`src/rtl/tx_module_if.sv`:
```
// tx_module_if: request/data inputs and serial line/status outputs of the UART transmitter.
interface tx_module_if;
    logic       TX_En_Sig;
    logic       Cmd_Mode;
    logic [7:0] TX_Data;
    logic [3:0] Set;
    logic [1:0] Type;
    logic       TX_Pin_Out;
    logic       TX_Busy;
    logic       TX_Done_Sig;
    modport master(output TX_En_Sig, Cmd_Mode, TX_Data, Set, Type, input TX_Pin_Out, TX_Busy, TX_Done_Sig);
    modport slave(input TX_En_Sig, Cmd_Mode, TX_Data, Set, Type, output TX_Pin_Out, TX_Busy, TX_Done_Sig);
endinterface

```
`src/rtl/tx_module.sv`:
```
// tx_module: 8N1 UART transmitter, raw byte or byte packed from Set/Type.
module tx_module #(
    parameter int BPS_DIV = 5208
) (
    input logic       CLK,
    input logic       RSTn,
    tx_module_if.slave tx
);
    typedef enum logic [1:0] {IDLE, START, DATA, STOP} state_t;
    localparam logic [12:0] LAST = 13'(BPS_DIV - 1);
    state_t      state;
    logic [12:0] baud_cnt;
    logic [2:0]  bit_idx;
    logic [7:0]  shift_reg;
    logic        pin, busy, done;
    logic [7:0]  pack_byte, sel_byte;
    logic        tick;
    assign pack_byte = {2'b00, tx.Set[0], tx.Set[1], tx.Set[2], tx.Set[3], tx.Type[0], tx.Type[1]};
    assign sel_byte  = tx.Cmd_Mode ? pack_byte : tx.TX_Data;
    assign tick      = baud_cnt == LAST;
    assign tx.TX_Pin_Out  = pin;
    assign tx.TX_Busy     = busy;
    assign tx.TX_Done_Sig = done;
    always_ff @(posedge CLK or negedge RSTn) begin
        if (!RSTn) begin
            state     <= IDLE;
            baud_cnt  <= '0;
            bit_idx   <= '0;
            shift_reg <= '0;
            pin       <= 1'b1;
            busy      <= 1'b0;
            done      <= 1'b0;
        end else begin
            done     <= 1'b0;
            baud_cnt <= (state == IDLE || tick) ? 13'd0 : baud_cnt + 13'd1;
            case (state)
                IDLE: begin
                    bit_idx <= '0;
                    if (tx.TX_En_Sig) begin
                        shift_reg <= sel_byte;
                        state     <= START;
                        pin       <= 1'b0;
                        busy      <= 1'b1;
                    end
                end
                START: if (tick) begin
                    state     <= DATA;
                    pin       <= shift_reg[0];
                    shift_reg <= {1'b0, shift_reg[7:1]};
                end
                DATA: if (tick) begin
                    bit_idx <= bit_idx + 3'd1;
                    if (bit_idx == 3'd7) begin
                        state <= STOP;
                        pin   <= 1'b1;
                    end else begin
                        pin       <= shift_reg[0];
                        shift_reg <= {1'b0, shift_reg[7:1]};
                    end
                end
                STOP: if (tick) begin
                    done <= 1'b1;
                    // a request on the closing edge chains the next start bit with no idle gap
                    if (tx.TX_En_Sig) begin
                        shift_reg <= sel_byte;
                        state     <= START;
                        pin       <= 1'b0;
                    end else begin
                        state <= IDLE;
                        busy  <= 1'b0;
                        pin   <= 1'b1;
                    end
                end
            endcase
        end
    end
endmodule

```
`src/flat_wrapper.sv`:
```
// flat-port wrapper written by rule: the top's interface ports become plain ports
module tx_module_flat 
#(
    parameter int BPS_DIV = 5208
)
  (CLK, RSTn, tx_TX_En_Sig, tx_Cmd_Mode, tx_TX_Data, tx_Set, tx_Type, tx_TX_Pin_Out, tx_TX_Busy, tx_TX_Done_Sig);
  tx_module_if tx_i ();
  input logic CLK;
  input logic RSTn;
  input wire logic [$bits(tx_i.TX_En_Sig)-1:0] tx_TX_En_Sig;
  input wire logic [$bits(tx_i.Cmd_Mode)-1:0] tx_Cmd_Mode;
  input wire logic [$bits(tx_i.TX_Data)-1:0] tx_TX_Data;
  input wire logic [$bits(tx_i.Set)-1:0] tx_Set;
  input wire logic [$bits(tx_i.Type)-1:0] tx_Type;
  output wire logic [$bits(tx_i.TX_Pin_Out)-1:0] tx_TX_Pin_Out;
  output wire logic [$bits(tx_i.TX_Busy)-1:0] tx_TX_Busy;
  output wire logic [$bits(tx_i.TX_Done_Sig)-1:0] tx_TX_Done_Sig;
  assign tx_i.TX_En_Sig = tx_TX_En_Sig;
  assign tx_i.Cmd_Mode = tx_Cmd_Mode;
  assign tx_i.TX_Data = tx_TX_Data;
  assign tx_i.Set = tx_Set;
  assign tx_i.Type = tx_Type;
  assign tx_TX_Pin_Out = tx_i.TX_Pin_Out;
  assign tx_TX_Busy = tx_i.TX_Busy;
  assign tx_TX_Done_Sig = tx_i.TX_Done_Sig;
  tx_module #(.BPS_DIV(BPS_DIV)) u_core (.CLK(CLK), .RSTn(RSTn), .tx(tx_i));
endmodule
```
`config.mk`:
```
export PLATFORM = sky130hd
export DESIGN_NAME = tx_module_flat
export DESIGN_NICKNAME = d
export VERILOG_FILES = /design/src/rtl/tx_module_if.sv /design/src/rtl/tx_module.sv /design/src/flat_wrapper.sv
export SDC_FILE = /design/constraint.sdc
export NUM_CORES = 1
export LEC_CHECK = 0
export ABC_AREA = 1
export CORE_AREA = 2 2 80 82
export CTS_CLUSTER_DIAMETER = 200
export DETAILED_ROUTE_END_ITERATION = 16
export DIE_AREA = 0 0 82 84
export PLACE_DENSITY_LB_ADDON = 0.1
export SYNTH_ARGS = -nofsm -noshare
export SYNTH_HDL_FRONTEND = slang
export SYNTH_SLANG_ARGS = --single-unit
```
`constraint.sdc`:
```
create_clock -name CLK -period 2.9 [get_ports CLK]
set_input_delay 0.29 -clock CLK [delete_from_list [all_inputs] [get_ports CLK]]
set_output_delay 0.29 -clock CLK [all_outputs]
set_load 0.005 [all_outputs]
```
==> impl_results.md <==
- Drt drc: 0
- Logic gate share of total power: 42.6%
- Final wirelength: 3610 um
- DRC violation total after the first TritonRoute iteration: 75
- Achievable frequency: 0.558 GHz
- Worst-case headroom to the max-slew limit: 68.7%
- Most common cell after layout, fill and taps aside: sky130_fd_sc_hd__nand2_1
- Hold-fix buffers, CTS: 0
- Fraction of final layout cells sized beyond drive strength 1: 14.2%
- Status: completed
- Overall Global Routing Usage: 12.3%
- Cell Chain, Critical Path: inv_1 -> ha_1 -> o21a_1 -> nand2_4 -> nand2_1 -> o21ai_2
- Post-CTS Setup Repair Bufs: 0
- Slowest Stage Delay on Critical Path: 0.58 ns
- Final HPWL DP: 2690 um
- Final Hold Fails: 0
- Area of the die: 6890 um^2
- Net count of the mapped netlist: 241
- Source-to-sink clock delay at the later pin of the worst-skew pair: 0.28 ns
- Peak supply drop: 0.000309 V
- Worst slew pin tran: 0.468 ns
- Count of pins on the block boundary: 21
- Number of flip-flops under the largest register name: 13
- # clock sinks: 29
- Number of port buffers: 20
- Number of synthesized register bits: 29
- Number of maximum-capacitance violations: 0
- Leakage power figure: 0.939 nW
- H-tree level count: 2
- Fraction of power spent switching nets: 40.4%
- Netlist Area Pre-Place: 1740 um^2
- Number of warning messages in the yosys log: 0
- First-pass GRT wire length: 6670 um
- Height of the die: 84 um
- TritonCTS clock tree: done
- Fraction of the yosys area taken by sequential cells: 41.7%
- WL per Instance: 11.4 um
- Post-detailed-route count of antenna-violating nets: 0
- Power per Cell Area: 772 nW/um^2
- Remaining global-route overflow: 0
- Ratio of routed vias to standard cells: 4.44
- Diode insertion count for antenna repair: 0
- Register clock-pin slew on the reported worst setup and hold paths: 0.07 ns
- Data required time at the worst endpoint: 3.07 ns
- Final Max Slew Viols: 0
- Internal power: 0.973 mW
- Number of CTS-inserted buffers: 5
- Number of buffers on the longest clock path: 2
- Endpoint kind of the worst setup timing path: flip-flop
- Die Wd: 82 um
- Largest net degree at the start of global routing: 30
- Worst Hold Class: in -> async
- Top fanout value on the critical path: 16
- Part of the total power dissipated in the clock network: 23.1%
- Register-to-Register Path Depth: 6
- Distinct cells, synth: 31
- Portion of total power attributed to sequential cells: 34.3%
- Total of fill cells in the finished design: 663
- Setup TNS: 0 ns
- Number of global-route vias before repair: 1465
- Final Critical Period: 1.79 ns
- Setup Crit Path Kind: reg -> reg
- Fin nets: 264
- Number of setup violations in the final report: 0
- Hold slack: 0.398 ns
- Cell at the root of the clock tree: sky130_fd_sc_hd__clkbuf_8
- CP arrival: 1.96 ns
- Routability Congestion: 0.750
- Setup repair after global routing missed its margin: no
- Count of TritonRoute iterations in the first routing pass: 4
- Total number of vias: 1403
- Startpoint types: flip-flop
- Placement row count: 29
- Starting Density: 28.6%
- Core outline area: 6100 um^2
- Syn_area_per_cell: 8.10 um^2
- Most frequent cells in the layout: sky130_fd_sc_hd__nand2_1 (52), sky130_fd_sc_hd__dfrtp_1 (28), sky130_fd_sc_hd__nor2_1 (23)
- Utilization of the core after routing: 34.7%
- Synthesis-to-layout area growth: 21.6%
- Power dissipated by switching net loads: 0.661 mW
- Worst setup skew after layout: 0.00445 ns
- Count of mapped cells out of synthesis: 215
- Slowest stage cell on the critical path: sky130_fd_sc_hd__ha_1
- Initial antenna violation count: 0
- Period utilisation layout: 61.8%
- CTS-repair resized insts: 0
Yosys cell counts (all sizes together):
| library cell | count | share of area [%] |
|---|---|---|
| mux2i | 6 | 3.4 |
| nand4 | 8 | 2.9 |
| nor3b | 1 | 0.43 |
| a21oi | 2 | 0.57 |
| a31o | 1 | 0.50 |
| dfrtp | 28 | 40 |
| nand3 | 13 | 4.5 |
| xor2 | 4 | 2.0 |
| nor2 | 26 | 6.3 |
| ha | 8 | 5.7 |
| or2 | 1 | 0.36 |
| clkbuf | 1 | 0.22 |
| o21ai | 19 | 7.2 |
| buf | 4 | 1.5 |
| nor3 | 5 | 1.7 |
| o21a | 1 | 0.43 |
| o211ai | 2 | 0.86 |
| inv | 26 | 5.6 |
| nand2 | 57 | 14 |
| dfstp | 1 | 1.5 |
| a22oi | 1 | 0.43 |
kinds of logic (layout without fill, tap and decap cells):
logic type | after synthesis | in the layout | synth area share (%)
XOR/XNOR | 4 | 4 | 2.01
AND/OR/NAND/NOR | 111 | 111 | 29.7
AO/OA/AOI/OAI | 26 | 26 | 9.99
buffers and inverters | 31 | 55 | 7.33
flip-flops | 29 | 29 | 41.7
multiplexers | 6 | 6 | 3.45
adder cells (fa/ha/maj) | 8 | 8 | 5.75
critical path: cells and delay by family, from the launching register on:
kind / cells / cell delay, ns
flops: 1 / 0.44
buf+inv: 1 / 0.11
fa+ha+maj: 1 / 0.58
simple gates: 2 / 0.26
compound gates: 2 / 0.29
metrics by stage:
stage          total power [mW]  setup slack [ns]  cells  instance area (um^2)
2_1_floorplan              1.14              1.31    215                  1740
3_3_place_gp               1.28              1.16    308                  2020
3_5_place_dp               1.28              1.10    308                  2020
4_1_cts                    1.67              1.09    316                  2120
5_1_grt                    1.78             0.961    316                  2120
6_report                   1.63              1.11    316                  2120
power by group through the flow:
stage	clock [mW]	combinational [mW]	sequential, mW
after floorplan	0	0.593	0.552
after global routing	0.412	0.798	0.575
after CTS	0.392	0.712	0.561
after global placement	0	0.710	0.569
final	0.378	0.696	0.560
after detailed placement	0	0.712	0.569
layout make-up:
type | count | area (um^2) | area share (%)
Clock buffer | 7 | 96.3 | 4.55
Inverter | 26 | 97.6 | 4.61
Sequential cell | 29 | 727 | 34.3
Timing Repair Buffer | 21 | 208 | 9.81
Multi-Input combinational cell | 155 | 887 | 41.9
Tap cell | 77 | 96.3 | 4.55
Clock inverter | 1 | 5.00 | 0.236
layer usage:
layer | wire, um | global-route usage (%)
met1 | 1780 | 16.2
met2 | 1630 | 19.4
met3 | 144 | 3.25
met4 | 56 | 3.64
met5 | 0 | 0
path summary, 6_finish.rpt:
kind / from / endpoint / slack, ns
hold reg to reg: u_core.shift_reg[1]$_DFFE_PN0P_ / u_core.shift_reg[1]$_DFFE_PN0P_ / 0.48
min in group CLK: u_core.shift_reg[1]$_DFFE_PN0P_ / u_core.shift_reg[1]$_DFFE_PN0P_ / 0.48
hold / removal: RSTn / u_core.baud_cnt[7]$_DFF_PN0_ / 0.40
max in group asynchronous: RSTn / u_core.tx.TX_Pin_Out$_DFFE_PN1P_ / 2.18
setup / recovery: u_core.state[0]$_DFFE_PN0P_ / u_core.shift_reg[2]$_DFFE_PN0P_ / 1.11
setup reg to reg: u_core.state[0]$_DFFE_PN0P_ / u_core.shift_reg[2]$_DFFE_PN0P_ / 1.11
Power figures use the tool's default switching activity.
==> variant 1, RTL diff (same settings) <==
Make the reset (`RSTn`) synchronous in one clocked block.
--- a/src/rtl/tx_module.sv
+++ b/src/rtl/tx_module.sv
@@ -22,5 +22,5 @@
     assign tx.TX_Busy     = busy;
     assign tx.TX_Done_Sig = done;
-    always_ff @(posedge CLK or negedge RSTn) begin
+    always_ff @(posedge CLK) begin
         if (!RSTn) begin
             state     <= IDLE;
Check against the original RTL: differs if RSTn is asserted again (counterexample within 4 cycles, from zero or initial values and one cycle with RSTn low); with RSTn held inactive, the same outputs for 10 cycles.
==> variant 1 against the original RTL <==
- sequential cell count is the same
- cell count grew 5.4%
- setup slack improved by 0.0074 ns
- clock power decreased by 4%
- power grew 1.3%
- wire length shrank 8.2%
- synthesized area down 9.0%
- final area is 6.6% lower
- utilization shrank 2.3 points
- critical path type unchanged
- highest routed layer unchanged
==> variant 1: results (changes against the original RTL) <==
metric,value,unit,change
status,"finished, final reports clean",,
power.switching,672,uW,+1.6%
grt_pass1_vias,1418,,-3.2%
clk_pin_slew,0.06,ns,
dr_wl_met2,1.52,mm,-6.7%
grt.met1_usage,13.8,%,-2.4 points
synth_seq_area_share,36.6,%,-5.1 points
seq_area_share,29.3,%,-5.0 points
tightest_slew,0.475,ns,+0.00717 ns
grt_pass1_wl,5.97,mm,-11%
met3_usage,3.03,%,-0.22 points
crit_family,compound AO/OA/AOI/OAI gates,,
p_leak,0.795,nW,-15%
cp_slowest_stage_delay,0.38,ns,-0.20 ns
pg_seq,532,uW,-5.0%
crit_fanout,6,,-10
routed-wl-met3,98,um,-32%
arrival,1.99,ns,+0.03 ns
yosysUniqueCellTypes,29,,-6.5%
synthArstFlopShare,0,%,-100 points
drtAntennaViolNets,0,,unchanged
placed_cells,325,,+5.5%
multi_input_gates,170,,+9.7%
gp_congestion,0.758,,+1.0%
fillCellCount,690,,+4.1%
nets,281,,+6.4%
grt_max_degree,14,,-53%
synthCells,230,,+7.0%
synthTopCellsByArea,"dfxtp_1, nand2_1, nor2_1, inv_1, ha_1",,
hp-class,register to register,,
ir_drop,0.404,mV,+31%
synth-xor-area-share,0.552,%,-1.5 points
synth_flop_cell,dfxtp_1,,
drt_iter0_drc,43,,-43%
synth_compound_area_share,11.8,%,+1.8 points
muxShareOfSynthArea,0,%,-3.4 points
ys_top_cells_by_count,"nand2_1, nor2_1, dfxtp_1",,
pwr-share-seq,32.1,%,-2.2 points
dp_slack,1.11,ns,+0.00178 ns
clkbuf_count,7,,unchanged
critPathSlowestCell,o21ai_0,,
area_growth,24.8,%,
wl_per_cell,9.96,um,-13%
dpl.hpwl,2.58,mm,-4.0%
synth-adder-area-share,6.31,%,+0.57 points
seq_cell_count,29,,unchanged
dr.pass1.iters,4,,unchanged
drive_gt1_share,10.5,%,-3.7 points
synth_fp_nets,256,,+6.2%
vias_per_cell,4.39,,-1.2%
nonClkBufAreaFrac,10.5,%,+0.69 points
placed_area,1880,um2,-6.9%
multi_input_area_share,44.8,%,+2.9 points
wl_met1,1.65,mm,-7.1%
fin_skew,0.00460,ns,+0.000154 ns
largest_reg_flops,13,,unchanged
routed_wl,3.32,mm,-8.2%
grt_usage,11.1,%,-1.2 points
n_all_inverters,28,,+7.7%
variant 1: cell types whose count changed in the layout (fill, tap and decap cells not counted), moves of 7 or more:
cell / unedited run / this run
dfxtp_1: 0 / 29
dfrtp_1: 28 / 0
a21oi_1: 2 / 13
nor2_1: 23 / 33
o21ai_2: 8 / 0
nand2_1: 52 / 59
variant 1: path summary, 6_finish.rpt:
kind / slack [ns] / depth (start not counted) / start / end
worst max-delay path: 1.11 / 7 / u_core.state[0]$_SDFFE_PN0P_ / u_core.shift_reg[2]$_SDFFE_PN0P_
worst min-delay path: 0.46 / 2 / u_core.shift_reg[0]$_SDFFE_PN0P_ / u_core.shift_reg[0]$_SDFFE_PN0P_
worst max register to register: 1.11 / 7 / u_core.state[0]$_SDFFE_PN0P_ / u_core.shift_reg[2]$_SDFFE_PN0P_
worst min register to register: 0.46 / 2 / u_core.shift_reg[0]$_SDFFE_PN0P_ / u_core.shift_reg[0]$_SDFFE_PN0P_
==> variant 2, RTL diff (same flow settings) <==
Without the edit above. `BPS_DIV` is set to 5208 in 2 places; all go to 2604.
--- a/src/rtl/tx_module.sv
+++ b/src/rtl/tx_module.sv
@@ -1,5 +1,5 @@
 // tx_module: 8N1 UART transmitter, raw byte or byte packed from Set/Type.
 module tx_module #(
-    parameter int BPS_DIV = 5208
+    parameter int BPS_DIV = 2604
 ) (
     input logic       CLK,
--- a/src/flat_wrapper.sv
+++ b/src/flat_wrapper.sv
@@ -2,5 +2,5 @@
 module tx_module_flat 
 #(
-    parameter int BPS_DIV = 5208
+    parameter int BPS_DIV = 2604
 )
   (CLK, RSTn, tx_TX_En_Sig, tx_Cmd_Mode, tx_TX_Data, tx_Set, tx_Type, tx_TX_Pin_Out, tx_TX_Busy, tx_TX_Done_Sig);
Behaviour: same outputs for any inputs over 10 cycles, from zero or initial values and one cycle with RSTn low; that may be too few to reach the edited logic, so the function may still have changed.
==> variant 2 against the original RTL <==
- sequential share of layout area is 0.10 points lower
- hold slack better by 0.0020 ns
- synthesized area is 1.4% higher
- critical endpoint is now u_core.shift_reg[5]$_DFFE_PN0P_
- power is 2.0% lower
- sequential cell count stayed put
- cell count is 1.3% higher
- wire length is 3.0% lower
- synthesized cell count is 1.4% higher
- final area is 0.30% higher
- clock skew hardly changed
- combinational power is 3% higher
- setup slack better by 0.0074 ns
- largest cell class unchanged
- die area stayed put
==> variant 2: results (changes against the original RTL) <==
metric,value,unit,change
status,"finished, final reports clean",,
ir_drop,0.280,mV,-9.5%
cts.repair.resized,0,,unchanged
muxShareOfSynthArea,3.40,%,-0.049 points
grt_usage,12.0,%,-0.26 points
crit_fanout,16,,unchanged
ys_top_cells_by_count,"nand2_1, dfrtp_1, inv_1",,
timing.final.ws_setup,1.11,ns,+0.00744 ns
hp-class,input pin to asynchronous set/reset pin,,
synth_fp_nets,244,,+1.2%
synth_seq_area_share,41.1,%,-0.59 points
arrival,1.95,ns,
synth-xor-area-share,0.992,%,-1.0 points
synthTopCellsByArea,"dfrtp_1, nand2_1, inv_1, ha_1, nor2_1",,
grt_max_degree,30,,unchanged
gp_congestion,0.755,,+0.64%
antenna_found_initial,0,,unchanged
whs,0.400,ns,+0.00198 ns
tightest_slew,0.430,ns,-0.0382 ns
grt_pass1_vias,1363,,-7.0%
synth_compound_area_share,10.1,%,+0.14 points
p_leak,0.963,nW,+2.6%
drive_gt1_share,14.0,%,-0.23 points
fin_skew,0.00472,ns,+0.000278 ns
clk_path_buf_depth,2,,unchanged
synth-adder-area-share,5.67,%,-0.081 points
dpl.hpwl,2.66,mm,-1.1%
drt_iter0_drc,41,,-45%
grt_pass1_wl,6.26,mm,-6.2%
routed_wl,3.51,mm,-3.0%
yosysUniqueCellTypes,35,,+13%
dp_slack,1.09,ns,-0.0105 ns
nets,268,,+1.5%
vias_per_cell,4.29,,-3.4%
## variant 2: final timing paths
path	endpoint	depth (start not counted)	from
worst min register to register	u_core.shift_reg[3]$_DFFE_PN0P_	2	u_core.shift_reg[3]$_DFFE_PN0P_
worst max register to register	u_core.shift_reg[5]$_DFFE_PN0P_	6	u_core.state[0]$_DFFE_PN0P_
worst min-delay path	u_core.baud_cnt[8]$_DFF_PN0_	2	RSTn
min in group CLK	u_core.shift_reg[3]$_DFFE_PN0P_	2	u_core.shift_reg[3]$_DFFE_PN0P_
worst max-delay path	u_core.shift_reg[5]$_DFFE_PN0P_	6	u_core.state[0]$_DFFE_PN0P_
max in group asynchronous	u_core.tx.TX_Pin_Out$_DFFE_PN1P_	2	RSTn
## variant 2: through the flow
stage / std cells / cell area, um2
finish: 320 / 2120
global route: 320 / 2120
CTS: 320 / 2120
detailed placement: 312 / 2040
global placement: 312 / 2040
floorplan: 218 / 1770
## variant 2: metal layers
layer | global-route usage (%) | routed length, um | vias up
li1 | - | - | 745
met1 | 16.2 | 1820 | 596
met2 | 17.4 | 1480 | 25
met3 | 3.57 | 126 | 6
met4 | 5.45 | 78 | 0
met5 | 0 | 0 | -
## variant 2: cell type report
| cell class | count | area, um2 |
|---|---|---|
| multi-input cells | 154 | 896 |
| well taps | 77 | 96.3 |
| inverters | 31 | 116 |
| flip-flops and latches | 29 | 727 |
| clock buffers | 8 | 80.1 |
| fillers | 650 | 3970 |
| repair buffers | 21 | 208 |
## variant 2: logic make-up (layout without fill, tap and decap cells)
| group | count (synthesis) | after routing |
|---|---|---|
| flops | 29 | 29 |
| buf+inv | 35 | 60 |
| fa+ha+maj | 8 | 8 |
| mux | 6 | 6 |
| xor+xnor | 2 | 2 |
| compound gates | 27 | 27 |
| simple gates | 111 | 111 |
## variant 2: power by group
part           internal, mW  switching (mW)  total (mW)  leakage (nW)
Combinational         0.273           0.442       0.716         0.542
Sequential            0.494          0.0667       0.561         0.381
Clock                 0.170           0.154       0.324        0.0395
Total                 0.938           0.663        1.60         0.963
